File: src/rtl/fp_to_int_seq.sv
// Serial floating-point to signed integer converter. The fraction is shifted into
// an integer accumulator one bit per clock, then rounded, signed and saturated.
module fp_to_int_seq #(
  parameter int EXP_W  = 4,
  parameter int FRAC_W = 8,
  parameter int INT_W  = 8
) (
  input  logic                    clk,
  input  logic                    reset_n,
  input  logic                    start,
  input  logic                    rnd_mode,
  input  logic [EXP_W+FRAC_W:0]   fp,
  output logic                    ready,
  output logic                    done_tick,
  output logic [INT_W-1:0]        int_val,
  output logic                    uf,
  output logic                    of
);

  typedef enum logic [1:0] {IDLE, SHIFT, FIX} state_t;

  localparam logic [INT_W:0]   POS_LIM = {2'b00, {(INT_W-1){1'b1}}};
  localparam logic [INT_W:0]   NEG_LIM = {2'b01, {(INT_W-1){1'b0}}};
  localparam logic [INT_W-1:0] SAT_POS = {1'b0, {(INT_W-1){1'b1}}};
  localparam logic [INT_W-1:0] SAT_NEG = {1'b1, {(INT_W-1){1'b0}}};

  state_t            state, state_nx;
  logic              sgn, rnd, ovf_s, frac_nz;
  logic [FRAC_W-1:0] frac_reg;
  logic [EXP_W-1:0]  cnt;
  logic [INT_W-1:0]  acc;

  logic [EXP_W-1:0]  fp_exp;
  logic [FRAC_W-1:0] fp_frac;
  logic              rbit, of_nx, uf_nx;
  logic [INT_W:0]    mag;
  logic [INT_W-1:0]  int_nx;

  assign fp_exp  = fp[EXP_W+FRAC_W-1:FRAC_W];
  assign fp_frac = fp[FRAC_W-1:0];
  assign ready   = (state == IDLE);

  always_comb begin
    state_nx = state;
    unique case (state)
      IDLE:  if (start) state_nx = (fp_exp != '0) ? SHIFT : FIX;
      // A set acc MSB is about to fall off: the result is saturated, stop early.
      SHIFT: if (cnt == EXP_W'(1) || acc[INT_W-1]) state_nx = FIX;
      FIX:   state_nx = IDLE;
      default: state_nx = IDLE;
    endcase
  end

  always_comb begin
    rbit   = rnd & frac_reg[FRAC_W-1];
    mag    = {1'b0, acc} + {{INT_W{1'b0}}, rbit};
    of_nx  = ovf_s | (~sgn & (mag > POS_LIM)) | (sgn & (mag > NEG_LIM));
    int_nx = mag[INT_W-1:0];
    if (of_nx)    int_nx = sgn ? SAT_NEG : SAT_POS;
    else if (sgn) int_nx = ~mag[INT_W-1:0] + INT_W'(1);
    uf_nx  = frac_nz & (mag == '0) & ~of_nx;
  end

  always_ff @(posedge clk or negedge reset_n) begin
    if (!reset_n) begin
      state    <= IDLE;
      sgn      <= 1'b0;
      rnd      <= 1'b0;
      ovf_s    <= 1'b0;
      frac_nz  <= 1'b0;
      frac_reg <= '0;
      cnt      <= '0;
      acc      <= '0;
    end else begin
      state <= state_nx;
      unique case (state)
        IDLE: if (start) begin
          sgn      <= fp[EXP_W+FRAC_W];
          rnd      <= rnd_mode;
          frac_reg <= fp_frac;
          frac_nz  <= (fp_frac != '0);
          cnt      <= fp_exp;
          acc      <= '0;
          ovf_s    <= 1'b0;
        end
        SHIFT: begin
          acc      <= {acc[INT_W-2:0], frac_reg[FRAC_W-1]};
          frac_reg <= {frac_reg[FRAC_W-2:0], 1'b0};
          cnt      <= cnt - EXP_W'(1);
          if (acc[INT_W-1]) ovf_s <= 1'b1;
        end
        default: ;
      endcase
    end
  end

  always_ff @(posedge clk or negedge reset_n) begin
    if (!reset_n) begin
      done_tick <= 1'b0;
      int_val   <= '0;
      uf        <= 1'b0;
      of        <= 1'b0;
    end else begin
      done_tick <= (state == FIX);
      if (state == FIX) begin
        int_val <= int_nx;
        uf      <= uf_nx;
        of      <= of_nx;
      end
    end
  end

endmodule

File: config.mk
export PLATFORM = sky130hd
export DESIGN_NAME = fp_to_int_seq
export DESIGN_NICKNAME = d
export VERILOG_FILES = /design/src/rtl/fp_to_int_seq.sv
export SDC_FILE = /design/constraint.sdc
export NUM_CORES = 1
export LEC_CHECK = 0
export ABC_AREA = 1
export CAP_MARGIN = 40
export CORE_ASPECT_RATIO = 0.5
export CORE_MARGIN = 3
export CORE_UTILIZATION = 29
export CTS_BUF_LIST = sky130_fd_sc_hd__clkbuf_8 sky130_fd_sc_hd__clkbuf_16
export CTS_CLUSTER_SIZE = 14
export DETAILED_ROUTE_END_ITERATION = 16
export GPL_ROUTABILITY_DRIVEN = 0
export GPL_TIMING_DRIVEN = 0
export PLACE_DENSITY = 0.48
export SLEW_MARGIN = 20
export SYNTH_ARGS = -nofsm -noshare
export SYNTH_HDL_FRONTEND = slang
export SYNTH_SLANG_ARGS = --single-unit
File: constraint.sdc
create_clock -name clk -period 4.95 [get_ports clk]
set_clock_uncertainty 0.2 [all_clocks]
set_input_delay 0.7425 -clock clk [delete_from_list [all_inputs] [get_ports clk]]
set_output_delay 0.7425 -clock clk [all_outputs]
set_load 0.03 [all_outputs]
Word-level counts from Yosys, hierarchy flattened

Cells that the tools add are included.

Flip-flop bits (word level): 37
Latch bits: 0
Bits in writable memories: 0
Memory bits (read-only): 0
Input port bits: 17
Logic and storage cells: 59
Memories: 0

Add/sub/neg operators: 3
$mul: 0
Divide/modulo/power cells: 0
Magnitude comparators: 2
Equality and inequality tests: 6
Shifts and indexed selects: 0
Muxes and demuxes: 16
Bitwise gates (word level): 10
Reductions and logical operators: 10

Operators with widths:

| cell                | count |
|---|---|
| $mux 8              | 5 |
| $pmux 8 s2          | 2 |
| $add 8x1->9         | 1 |
| $gt 9x7->1 const B  | 1 |
| $gt 9x8->1 const B  | 1 |
| $logic_not 9->1     | 1 |
| $add 8x1->8 const B | 1 |
| $not 8->8           | 1 |
| $pmux 4 s2          | 1 |
| $reduce_bool 8->1   | 1 |
| $mux 2              | 3 |
| $ne 2x2->1 const B  | 3 |
| $reduce_and 2->1    | 3 |
| $and 1x1->1         | 5 |
| $eq 4x1->1 const B  | 1 |
| $mux 4              | 1 |
| $pmux 2 s2          | 1 |
| $reduce_bool 4->1   | 1 |
| $sub 4x1->4 const B | 1 |
| $reduce_and 3->1    | 1 |
| $eq 2x1->1 const B  | 1 |
| $eq 2x2->1 const B  | 1 |
| $logic_not 2->1     | 1 |
| $mux 1              | 2 |
| 5 further kinds     | 7 |

Logic depth before layout (Yosys ltp)

Gate-level depths: netlist of run 1.

Word-level depth: 8
Gate-level depth with buffers: 19

Least setup slack after synthesis of run 1

OpenSTA, ideal clock, no wires.

Path type: flip-flop to flip-flop
Start: reg frac_reg[7]
End: reg int_val[1]
Arrival time: 1.947 ns
Data required time: 4.633 ns
Setup slack: 2.685 ns
Cell stages (with the launch flop): 19
Clock period less this slack: 2.265 ns
Path through: dfrtp_1 > nand2_1 > inv_1 > ha_1 > inv_1 > nand2_1 > nand2_1 > inv_1 > ha_1 > nor2_1 > nand3_1 > nor2_1 > nand2_1 > nor2_1 > a21oi_4 > nand2_4 > nor2_1 > nor2_1 > nor2_1

Longest elaborated chain between the ends: 7

Ends and longest elaborated chain:

| element                  | line | RTL |
|---|---|---|
| start: declaration       | 29   | `logic [FRAC_W-1:0] frac_reg;` |
| start signal: assignment | 80   | `frac_reg <= fp_frac;` |
| start signal: assignment | 88   | `frac_reg <= {frac_reg[FRAC_W-2:0], 1'b0};` |
| $and 1x1->1 (*)          | 55   | `rbit = rnd & frac_reg[FRAC_W-1];` |
| $add 8x1->9 (*)          | 56   | `mag = {1'b0, acc} + {{INT_W{1'b0}}, rbit};` |
| $gt 9x7->1               | 57   | `of_nx = ovf_s \| (~sgn & (mag > POS_LIM)) \| (sgn & (mag > NEG_LIM));` |
| $and 1x1->1              | 57   |  |
| $or 1x1->1 (2 in series) | 57   |  |
| $mux 8 (*)               | 59   | `if (of_nx) int_nx = sgn ? SAT_NEG : SAT_POS;` |
| end signal: assignment   | 106  | `int_val <= int_nx;` |
| end: declaration         | 15   | `output logic [INT_W-1:0] int_val,` |

Mark *: on every way between the ends. The rest lies on a longest branch, timed or not.
A chain may end at the register's enable or synchronous reset.

Worst setup path in the final report of run 1

Start: reg rnd
End: reg int_val[3]

Longest elaborated chain between the ends: 7

Ends and longest elaborated chain:

| element                  | line | RTL |
|---|---|---|
| start: declaration       | 28   | `logic sgn, rnd, ovf_s, frac_nz;` |
| start signal: assignment | 79   | `rnd <= rnd_mode;` |
| $and 1x1->1 (*)          | 55   |  |
| $add 8x1->9 (*)          | 56   |  |
| $gt 9x7->1               | 57   |  |
| $and 1x1->1              | 57   |  |
| $or 1x1->1 (2 in series) | 57   |  |
| $mux 8 (*)               | 59   |  |

Marked as above.

==> impl_metrics.tcl, run 1 <==
set metrics [dict create \
    period_minus_slack_ps 2570 \
    grt_overflow 0 \
    clk-insertion-delay-late_ps 280 \
    cp.required_ps 4920 \
    cts-root-buf "clkbuf_16" \
    max-vdd-ir-drop_mv 0.206 \
    wl_met2_mm 2.07 \
    post-cts-setup-buffer-count 0 \
    top_layer "met4" \
    first_pass_iters 4 \
    antenna_found_initial 0 \
    synth.most_common_cell "nand2_1" \
    core-area_mm2 0.00699 \
    syn_avg_cell_area_um2 7.55 \
    combPwrFrac 0.563 \
    ant_nets 0 \
    initial_core_util 0.313 \
    power_density_mw_per_mm2 683 \
    yosysTopAreaCellShare 0.423 \
    wl_met1_mm 2.62 \
    area_growth_pct 25.0 \
    cellLeakagePower_nw 1.30 \
    cts_resized 0 \
    max-slew-margin-rel 0.704 \
    yosysWarnings 0 \
    status "completed" \
    hold_buffers 0 \
    synth-seq-area-share 0.423 \
    critPathKind "flop to flop" \
    synth_ff_type "dfrtp_1" \
    ys_top_cells_by_area "dfrtp_1, nand2_1, inv_1" \
    min_period_over_period 0.519 \
    synthDistinctLibCells 30 \
    drt-wirelength-per-cell_um 11.9 \
    drive_above_1_share 0.120 \
    die_area_mm2 0.00869 \
    critPathMaxStageDelay_ps 380 \
    syn_nets 313 \
    rsz0062_at_grt "no" \
    setup_ws_ps 2380 \
    switchingPower_mw 0.859 \
    drv_slew 0 \
    finalHoldViolCount 0 \
    routed_wl_mm 4.97 \
    fmax_ghz 0.390 \
    grt_pass1_vias 1787 \
    critPathBufInv 3 \
    place_ws_ps 2210 \
    num_rows 21 \
    worst_slew_pin_slew_ps 444 \
    grt_max_degree 31 \
    yosys-top-cells-count "nand2_1, inv_1, nor2_1" \
    async_reset_ff_frac 1.00 \
    synth-seq-cells 37 \
    cp_common_cell "nor2_1" \
    drc 0 \
    synth_edf_count 0 \
    yosys.area.top_type "dfrtp_1" \
    num_vias 1894 \
    clk_path_buf_depth 2 \
    cts_inserted_buffers 5 \
    hold_path_class "input port to asynchronous set/reset pin" \
    first_iter_violations 89 \
    cp-start-kind "flop" \
    slowest_stage "dfrtp_1" \
    clk_pin_slew_ps 60 \
    nets 349 \
    netlist_area_mm2 0.00219 \
    max_cap_violations 0 \
    grt_pass1_wl_mm 8.59 \
    viasPerCell 4.53 \
    setup_viol 0 \
    port_buffers 28 \
    finalSetupTns_ps 0 \
    cts_tree "built" \
    placed_area_mm2 0.00260 \
    hpwl_mm 3.88 \
    die_x_um 129 \
    utilization 0.392 \
    p_int_mw 1.01 \
    dr_wl_met3_um 236 \
    pwr-share-clk 0.162 \
    power_frac_seq 0.275 \
    swShare 0.460 \
    instances_no_fill 418 \
    cp-end-kind "flop" \
    htree_num_levels 2 \
    cp_max_fo 6 \
    path_cells "nand2_1, inv_1, ha_1, inv_1, nand2_1, nand2_1, inv_1, ha_1, nor2_1, nand3_1, nor2_1, nand2_1, nor2_1, a21oi_4, nand2_4, nor2_2, nor2_1, nor2_1" \
    design_area_mm2 0.00274 \
    dp.cells 411 \
    die_y_um 67.4 \
    num_io_pins 29 \
    synthCells 290 \
    diodes 0 \
    critPathArrivalTime_ps 2540 \
    path_delay_family "simple AND/OR/NAND/NOR gates" \
    cts.sinks 37 \
    grt_use_total 0.127 \
]
==> cells by family after synthesis <==
group,after synthesis,synth area share
buffers and inverters,47,0.0829
AO/OA/AOI/OAI,40,0.119
flip-flops,37,0.423
adder cells (fa/ha/maj),6,0.0343
XOR/XNOR,4,0.0160
AND/OR/NAND/NOR,156,0.325
==> layer usage <==
layer  vias to the layer above  GRT usage
met4                         0     0.0380
met3                         5     0.0442
met5                         -          0
met2                        35      0.184
met1                       854      0.177
li1                       1000          -
==> stage by stage <==
stage	power [mW]	hold slack, ps
after global routing	2.07	110
after floorplan	1.29	227
after CTS	1.89	98.1
after global placement	1.57	240
final	1.87	105
after detailed placement	1.58	244
==> power by group through the flow <==
stage	combinational, mW	sequential, mW	clock [mW]
finish	1.05	0.514	0.303
global route	1.21	0.532	0.327
CTS	1.07	0.515	0.311
detailed placement	1.06	0.520	0
global placement	1.05	0.518	0
floorplan	0.699	0.590	0
==> worst reg2reg max path, stage by stage (launching register included) <==
cell	delay [ps]
dfrtp_1	380
nand2_1	60
inv_1	60
ha_1	230
inv_1	70
nand2_1	60
nand2_1	140
inv_1	60
ha_1	190
nor2_1	100
nand3_1	100
nor2_1	110
nand2_1	60
nor2_1	200
a21oi_4	100
nand2_4	120
nor2_2	40
nor2_1	110
nor2_1	50
==> layout by cell type, fill, tap and decap left out, types with 3 or more instances in the layout <==
cell	netlist	final
buf_2	4	5
xor2_1	3	3
nor2_4	4	4
o22ai_1	9	9
inv_1	39	40
clkbuf_16	0	5
nand2_1	71	71
nor2_1	39	39
nand2_2	10	10
o211ai_1	7	7
nand4_1	3	3
nand3_1	15	15
ha_1	6	6
nor3_1	3	3
dfrtp_1	37	37
nor2_2	5	5
clkdlybuf4s50_1	0	27
o21ai_0	15	15
==> final timing paths <==
kind                          start          to  slack (ps)  depth (start not counted)
max                             rnd  int_val[3]        2380                         18
min                         reset_n          of         110                          1
max reg2reg                     rnd  int_val[3]        2380                         18
min reg2reg                state[1]    state[1]         250                          1
max in group asynchronous   reset_n         sgn        4030                          2
min in group clk           state[1]    state[1]         250                          1
==> cell type report <==
type / instances / area (µm²)
timing repair buffer: 29 / 295
tap: 92 / 115
multi-input combinational: 206 / 1080
inverter: 41 / 154
clock inverter: 2 / 12.5
sequential: 37 / 926
buffer: 6 / 27.5
clock buffer: 5 / 125
fill: 741 / 4250
No activity file was read; power rests on OpenSTA's default activity.
==> run 2: changes to the inputs <==
Settings changed: PLACE_DENSITY 0.48 to 0.5.
Clock period 4.95 ns to 2.11 ns, I/O delays scaled along.
==> run 2 against run 1 <==
- the run now ends with negative setup slack left
- design area increased by 8.4%
- routed wire length is 3.2% higher
- first-iteration DRC count grew 30%
- via count rose by 4.0%
- final cell count increased by 2.4%
- worst setup slack lost 2600 ps
- die area unchanged
- highest routed layer unchanged
==> impl_metrics.tcl, run 2 (synthesis results as in run 1) <==
set metrics [dict create \
    cts_inserted_buffers 5 \
    cp.required_ps 2120 \
    drv_slew 0 \
    area_growth_pct 35.5 \
    dp.cells 411 \
    design_area_mm2 0.00297 \
    cts-root-buf "clkbuf_16" \
    layout_common_cells "nand2_1, dfrtp_1, inv_1" \
    r2r_cells 17 \
    grt_use_total 0.135 \
    hold_path_class "input port to asynchronous set/reset pin" \
    r2r_slack_ps -180 \
    total_power_mw 4.95 \
    setup_viol 10 \
    status "finished, violations left" \
    rsz0062_at_grt "yes" \
    min_period_over_period 1.08 \
    max-slew-margin-rel 0.673 \
    port_buffers 28 \
    die_area_mm2 0.00869 \
    swShare 0.437 \
    cp-end-kind "flop" \
    placed_area_mm2 0.00261 \
    utilization 0.425 \
    routed_wl_mm 5.13 \
    instances_no_fill 428 \
    drc 0 \
    switchingPower_mw 2.17 \
    hpwl_mm 3.86 \
    drive_above_1_share 0.205 \
    r2r-start "rnd" \
    cts.sinks 37 \
    core-area_mm2 0.00699 \
    grt_overflow 0 \
    critPathArrivalTime_ps 2300 \
    p_int_mw 2.79 \
    period_minus_slack_ps 2290 \
    violations "negative setup slack" \
    cellLeakagePower_nw 1.38 \
    cts_tree "built" \
    critPathKind "flop to flop" \
    clk_path_buf_depth 2 \
    fmax_ghz 0.437 \
    power_frac_seq 0.247 \
    num_rows 21 \
    first_pass_iters 4 \
    r2r_end "int_val[4]" \
    num_vias 1970 \
    place_ws_ps -254 \
    die_y_um 67.4 \
    clk_pin_slew_ps 60 \
    cp_max_fo 5 \
    power_density_mw_per_mm2 1670 \
    initial_core_util 0.313 \
    clk-insertion-delay-late_ps 280 \
    combPwrFrac 0.554 \
    pwr-share-clk 0.199 \
    layout_commonest_cell "nand2_1" \
    num_io_pins 29 \
    grt_pass1_wl_mm 9.14 \
    grt_pass1_vias 1970 \
    finalSetupTns_ps -1290 \
    ant_nets 0 \
    finalHoldViolCount 0 \
    drt-wirelength-per-cell_um 12.0 \
    max-vdd-ir-drop_mv 0.416 \
    cp-start-kind "flop" \
    first_iter_violations 116 \
    die_x_um 129 \
    viasPerCell 4.60 \
    grt_max_degree 31 \
    nets 358 \
    hold_slack_ps 205 \
    htree_num_levels 2 \
    max_cap_violations 0 \
    antenna_found_initial 0 \
    worst_slew_pin_slew_ps 490 \
    setup_ws_ps -176 \
    diodes 0 \
]
run 2: changes by cell type in the layout (fill, tap and decap cells not counted), sizes merged:
cell / delta
dlygate4sd3: +1
clkbuf: +1
dlymetal6s2s: +1
buf: +7
clkdlybuf4s50: -1
clkinv: -1
bufinv: +2
run 2: per-layer routing:
layer / vias to the layer above / global-route usage / share of wire
li1: 1020 / - / -
met1: 917 / 0.181 / 0.52
met2: 26 / 0.207 / 0.43
met3: 7 / 0.0427 / 0.043
met4: 0 / 0.0471 / 0.0090
met5: - / 0 / 0
run 2: cell type report:
type	instances	area, µm²
clock inverter	3	68.8
sequential	37	926
clock buffer	5	125
fill	740	4020
buffer	6	30.0
timing repair buffer	38	368
multi-input combinational	206	1180
inverter	41	156
tap	92	115
run 2: repair_timing:
action                                 in CTS  in global routing
cloned                                      0                  0
hold buffers                                1                  0
setup endpoints to repair                  10                 29
buffers inserted                            8                  0
endpoints found under the hold margin      37                  0
resized for setup                           9                 14
pin swaps                                  15                 14
run 2: power by group through the flow:
stage               Clock, mW  Combinational, mW  Sequential (mW)
floorplan                   0               1.65             1.38
global placement            0               2.47             1.22
detailed placement          0               2.51             1.23
CTS                      1.01               2.67             1.23
global route             1.04               3.12             1.27
finish                  0.986               2.74             1.22
run 2: worst max path at each step:
stage | to | slack, ps | depth (start not counted) | from
floorplan | int_val[1] | 3 | 18 | rnd
global placement | frac_reg[1] | -350 | 1 | reset_n
detailed placement | int_val[1] | -250 | 17 | rnd
CTS | int_val[1] | -190 | 18 | frac_reg[7]
global route | int_val[5] | -360 | 19 | rnd
finish | int_val[4] | -180 | 17 | rnd
run 2: critical path, stage by stage (launching register included):
cell and delay, ps:
dfrtp_1 370, nand2_1 90, inv_2 70, ha_4 170
nand2_2 100, nand2_2 80, buf_4 140, buf_4 120
buf_4 120, nor2_1 80, nand2_1 50, nor2_1 100
nand2_1 100, nand2_2 110, o21bai_4 80, nand2_4 90
nor2_1 60, nor2_1 80
